[config.mk]
export PLATFORM = sky130hd
export DESIGN_NAME = bicubic_axis_tx
export DESIGN_NICKNAME = d
export VERILOG_FILES = /design/src/rtl/bicubic_axis_tx.sv
export SDC_FILE = /design/constraint.sdc
export NUM_CORES = 1
export LEC_CHECK = 0
export ABC_CLOCK_PERIOD_IN_PS = 2400
export CAP_MARGIN = 20
export CELL_PAD_IN_SITES_DETAIL_PLACEMENT = 0
export CELL_PAD_IN_SITES_GLOBAL_PLACEMENT = 1
export CORE_MARGIN = 4
export CORE_UTILIZATION = 40
export CTS_CLUSTER_SIZE = 12
export DETAILED_ROUTE_END_ITERATION = 16
export MAX_ROUTING_LAYER = met4
export PLACE_DENSITY_LB_ADDON = 0.2
export SLEW_MARGIN = 15
export SYNTH_ARGS = -nofsm -noshare
export SYNTH_HDL_FRONTEND = slang
export SYNTH_SLANG_ARGS = --single-unit
[constraint.sdc]
create_clock -name clk -period 2.4 [get_ports clk]
set_clock_uncertainty 0.05 [all_clocks]
set_input_delay 0.48 -clock clk [delete_from_list [all_inputs] [get_ports clk]]
set_output_delay 0.48 -clock clk [all_outputs]
set_load 0.03 [all_outputs]
[src/rtl/bicubic_axis_tx.sv]
// bicubic_axis_tx: output-side AXI4-Stream transmitter for the bicubic upscaler.
// Pixels from the interpolation core are tagged with sof/eol/eof when they are
// accepted and held in a two-entry skid buffer: an output register (OR) and a
// skid register (SK). s_ready comes straight from a flop, so there is no
// combinational path from m_axis_tready back to the core.
module bicubic_axis_tx #(
  parameter int unsigned DW    = 24,
  parameter int unsigned OUT_W = 3840,
  parameter int unsigned OUT_H = 2160,
  parameter int unsigned CW    = 12,
  parameter int unsigned RW    = 12
) (
  input  logic          clk,
  input  logic          rst,
  input  logic          s_valid,
  output logic          s_ready,
  input  logic [DW-1:0] s_data,
  output logic          m_axis_tvalid,
  input  logic          m_axis_tready,
  output logic [DW-1:0] m_axis_tdata,
  output logic          m_axis_tuser,
  output logic          m_axis_tlast,
  output logic          frame_done
);

  // An entry is packed as {eof, eol, sof, data}.
  localparam int unsigned EW = DW + 3;

  logic [CW-1:0] col_q, col_d;
  logic [RW-1:0] row_q, row_d;
  logic [EW-1:0] or_q, or_d;
  logic [EW-1:0] sk_q, sk_d;
  logic          or_vld_q, or_vld_d;
  logic          sk_vld_q, sk_vld_d;
  logic          s_ready_q, s_ready_d;
  logic          frame_done_q, frame_done_d;

  logic          in_hs;
  logic          out_hs;
  logic          tag_sof;
  logic          tag_eol;
  logic          tag_eof;
  logic [EW-1:0] new_ent;

  // Handshakes and the position tags of the pixel being accepted this cycle.
  always_comb begin
    in_hs   = s_valid & s_ready_q;
    out_hs  = or_vld_q & m_axis_tready;
    tag_sof = (col_q == '0) && (row_q == '0);
    tag_eol = (col_q == CW'(OUT_W - 1));
    tag_eof = tag_eol && (row_q == RW'(OUT_H - 1));
    new_ent = {tag_eof, tag_eol, tag_sof, s_data};
  end

  // Column/row counters advance on every accepted pixel; frames run back-to-back.
  always_comb begin
    col_d = col_q;
    row_d = row_q;
    if (in_hs) begin
      if (tag_eol) begin
        col_d = '0;
        if (row_q == RW'(OUT_H - 1)) row_d = '0;
        else                         row_d = row_q + RW'(1);
      end else begin
        col_d = col_q + CW'(1);
      end
    end
  end

  // Skid buffer: drain first (SK->OR or OR empties), then place the new pixel.
  // A new pixel only lands in OR when OR is free this cycle and SK holds nothing
  // older, which keeps the stream in order.
  always_comb begin
    or_d     = or_q;
    sk_d     = sk_q;
    or_vld_d = or_vld_q;
    sk_vld_d = sk_vld_q;
    if (out_hs) begin
      if (sk_vld_q) begin
        or_d     = sk_q;
        sk_vld_d = 1'b0;
      end else begin
        or_vld_d = 1'b0;
      end
    end
    if (in_hs) begin
      if ((!or_vld_q || out_hs) && !sk_vld_q) begin
        or_d     = new_ent;
        or_vld_d = 1'b1;
      end else begin
        sk_d     = new_ent;
        sk_vld_d = 1'b1;
      end
    end
    s_ready_d    = ~sk_vld_d;
    frame_done_d = out_hs & or_q[DW+2];
  end

  // State registers with synchronous active-high reset.
  always_ff @(posedge clk) begin
    if (rst) begin
      col_q        <= '0;
      row_q        <= '0;
      or_q         <= '0;
      sk_q         <= '0;
      or_vld_q     <= 1'b0;
      sk_vld_q     <= 1'b0;
      s_ready_q    <= 1'b1;
      frame_done_q <= 1'b0;
    end else begin
      col_q        <= col_d;
      row_q        <= row_d;
      or_q         <= or_d;
      sk_q         <= sk_d;
      or_vld_q     <= or_vld_d;
      sk_vld_q     <= sk_vld_d;
      s_ready_q    <= s_ready_d;
      frame_done_q <= frame_done_d;
    end
  end

  assign s_ready       = s_ready_q;
  assign m_axis_tvalid = or_vld_q;
  assign m_axis_tdata  = or_q[DW-1:0];
  assign m_axis_tuser  = or_q[DW];
  assign m_axis_tlast  = or_q[DW+1];
  assign frame_done    = frame_done_q;

endmodule

==> out/qor.txt <==
clk slew on worst S/H paths -> 0.09 ns
count of routing violations after the opening detailed-route iteration -> 118
clock period minus worst slack -> 2.12 ns
largest family of logic cells by synthesized area -> simple AND/OR/NAND/NOR gates
max-cap check violation count -> 0
number of instances in the synthesized netlist -> 436
count of fill cells added during filler insertion -> 835
number of warnings issued by yosys -> 0
Die Span X -> 104 um
pre-CTS setup slack -> 0.0186 ns
RSZ-0062 raised after global routing -> no
wire length of the first global-routing pass -> 14100 um
final count of hold timing violations -> 0
overall die area -> 0.0109 mm^2
number of sinks handled by clock tree synthesis -> 82
clk_lat worst skew -> 0.35 ns
PortBufs -> 56
Sw Ratio -> 28.4%
peak ir drop on the vdd network -> 365 uV
Post-Synth Simple-Gate Area -> 22.3%
quantity of hold-fixing buffers added after cts -> 0
post-synth top area share -> 44.2%
TritonCTS clock tree -> built
via total after detailed routing -> 3043
post-route cell area -> 0.00452 mm^2
run status -> finished clean
maximum count of clock buffers along a single path -> 2
antenna diode instance count -> 0
fraction of power consumed by the clock network -> 34.7%
highest clock rate -> 0.473 GHz
Switching Power -> 866 uW
flop and latch count out of synthesis -> 82
footprint of the flip-flops and latches -> 0.00164 mm^2
adder and majority cell fraction of the synthesized area -> 1.35%
number of antenna violations at the first check in global routing -> 0
leading cell types by count after synthesis -> 82 x dfxtp_1, 70 x nand2_1, 42 x a21oi_1
Final WS setup -> 0.284 ns
detailed-route vias per instance -> 5.21
final setup violating endpoints -> 0
post-synthesis instance area -> 0.00371 mm^2
root buffer selected by CTS -> clkbuf_8
area occupied by multi-input gates -> 0.00176 mm^2
HPWL after DPL -> 5600 um
number of distinct library cells after synthesis -> 42
floorplan die height -> 104 um
pwr dens -> 676 mW/mm^2
Floorplan Core Area -> 0.00889 mm^2
post-placement cell area -> 0.00431 mm^2
Tightest Hold Check Type -> in2reg
Synth Area in XOR/XNOR -> 2.60%
final instance count without filler cells -> 584
kind of capture point of the worst setup path -> flip-flop
Cells after DPL -> 568
Critical Path AT -> 2.35 ns
Starting Density -> 41.7%
dominant cell type by area after synthesis -> dfxtp_1
dominant register cell in the synthesized netlist -> dfxtp_1
vias in the first global route -> 2787
startpoint class of the critical path -> flip-flop
total track usage -> 16.1%
top-count cell post-synth -> dfxtp_1
highest net fanout along the worst path -> 9
final antenna-violating net count -> 0
Synth Net Count -> 468
Total Neg Setup Slack -> 0 ns
routability congestion estimate from global placement -> 0.791
Final Slew Violations -> 0
number of ports placed on the die boundary -> 57
router iterations before antenna repair -> 4
biggest area contributors in the synthesized netlist -> dfxtp_1 44%, nand2_1 7.1%, mux2i_1 7.0%
Static Leak -> 0.00176 uW
Post-Route WL -> 8330 um
start-to-end type of the worst setup path -> reg2reg
remaining max-slew budget at the tightest pin -> 56.9%
Clock H-tree levels -> 3
final net count -> 503
pin count of the biggest net entering global routing -> 33
Req. time, crit path -> 2.63 ns
part of the total power dissipated in combinational logic -> 16.8%
share of final-layout standard cells stronger than drive strength 1 -> 10.1%
Area growth syn-to-layout -> 21.7%
Final Core Density -> 50.8%
total number of placement rows -> 34
post-synthesis compound-gate area fraction -> 13.6%
Residual DRC -> 0
number of synthesized flops with an enable pin -> 0
sequential cell area fraction in the yosys report -> 44.2%
CTS buffer count -> 9
average size of a mapped cell -> 8.51 um^2
period utilisation layout -> 88.2%
global-route congestion overflow total -> 0
mean routed wirelength per cell -> 14.3 um
relative contribution of sequential cells to total power -> 48.5%
actual slew at the worst max-slew pin -> 0.641 ns
fraction of synthesis flops using an asynchronous set or reset pin -> 0%
portion of netlist area occupied by mux cells -> 7.32%
number of gates given a new drive strength after cts -> 0
Internal Dissipation -> 2190 uW
number of buffers added for setup after CTS -> 0
-- layout make-up --
| cell class | instances | share of cell area (%) |
|---|---|---|
| Clock inverter | 6 | 1.63 |
| Sequential cell | 82 | 36.3 |
| Tap cell | 108 | 2.99 |
| Inverter | 7 | 0.582 |
| Timing Repair Buffer | 76 | 16.5 |
| Multi-Input combinational cell | 295 | 38.9 |
| Clock buffer | 10 | 3.05 |
-- flip-flops by register name (all words and copies together) (netlist names), named ones only --
| name | cells |
|---|---|
| frame_done | 1 |
| sk_q | 27 |
| col_q | 12 |
| sk_vld_q | 1 |
| row_q | 12 |
| or_q | 27 |
| s_ready | 1 |
-- per-stage QoR --
| stage | hold slack [ns] | total power (uW) |
|---|---|---|
| 6_report | 0.373 | 3050 |
| 5_1_grt | 0.390 | 3200 |
| 4_1_cts | 0.365 | 3090 |
| 3_5_place_dp | 0.396 | 2030 |
| 3_3_place_gp | 0.390 | 2020 |
| 2_1_floorplan | 0.379 | 1850 |
-- power by group through the flow --
stage | Combinational [uW] | Sequential (uW) | Clock [uW]
final | 512 | 1480 | 1060
after floorplan | 340 | 1510 | 0
after detailed placement | 517 | 1510 | 0
after CTS | 518 | 1480 | 1090
after global routing | 554 | 1490 | 1160
after global placement | 510 | 1510 | 0
-- logic make-up after synthesis --
kind of cell,count (synthesis)
flip-flops,82
buffers and inverters,59
multiplexers,27
adder cells (fa/ha/maj),4
AO/OA/AOI/OAI,84
XOR/XNOR,11
AND/OR/NAND/NOR,169
-- path summary, 6_finish.rpt --
check	from	endpoint	slack [ns]	depth (start not counted)
worst min-delay path	rst	col_q[1]	0.37	2
worst max register to register	col_q[0]	row_q[7]	0.28	5
worst min register to register	sk_q[21]	sk_q[21]	0.41	2
worst max-delay path	col_q[0]	row_q[7]	0.28	5
-- layer usage --
metal  track usage [%]  up-vias  share of wire (%)
li1                  -     1557                  -
met1              22.3     1426                 51
met2              23.3       51                 44
met3              3.04        9                3.8
met4              5.70        0                1.3
met5                 -        -                  0
-- critical path, cell delays in order (launching register included) --
cell	delay, ns
dfxtp_1	0.38
ha_1	0.20
nand3_2	0.19
or4_1	0.70
or3_1	0.39
a21oi_1	0.13
-- cell usage in the layout (no fill, tap or decap), drive strengths merged --
| master | count |
|---|---|
| dfxtp | 82 |
| nand2 | 70 |
| clkdlybuf4s50 | 55 |
| a21oi | 43 |
| nor2 | 40 |
| mux2i | 26 |
| a211oi | 26 |
| buf | 21 |
| clkbuf | 10 |
| o21ai | 10 |
| or3 | 10 |
| inv | 9 |
| or4 | 9 |
| nand3 | 8 |
| nand4 | 7 |
| xnor2 | 6 |
| nor3 | 5 |
| xor2 | 5 |
| ha | 4 |
| nor4 | 4 |
| and3 | 3 |
| nand3b | 3 |
| nor2b | 2 |
| nand2b | 2 |
| clkinvlp | 2 |
| and2 | 1 |
| o21a | 1 |
| nand4b | 1 |
| or2b | 1 |
| and4 | 1 |
| or4b | 1 |
| a31o | 1 |
| a21o | 1 |
| a31oi | 1 |
| mux2 | 1 |
| o2bb2ai | 1 |
| and4b | 1 |
| clkinv | 1 |
| bufinv | 1 |
Note: power is estimated with default switching activity, not from simulation.
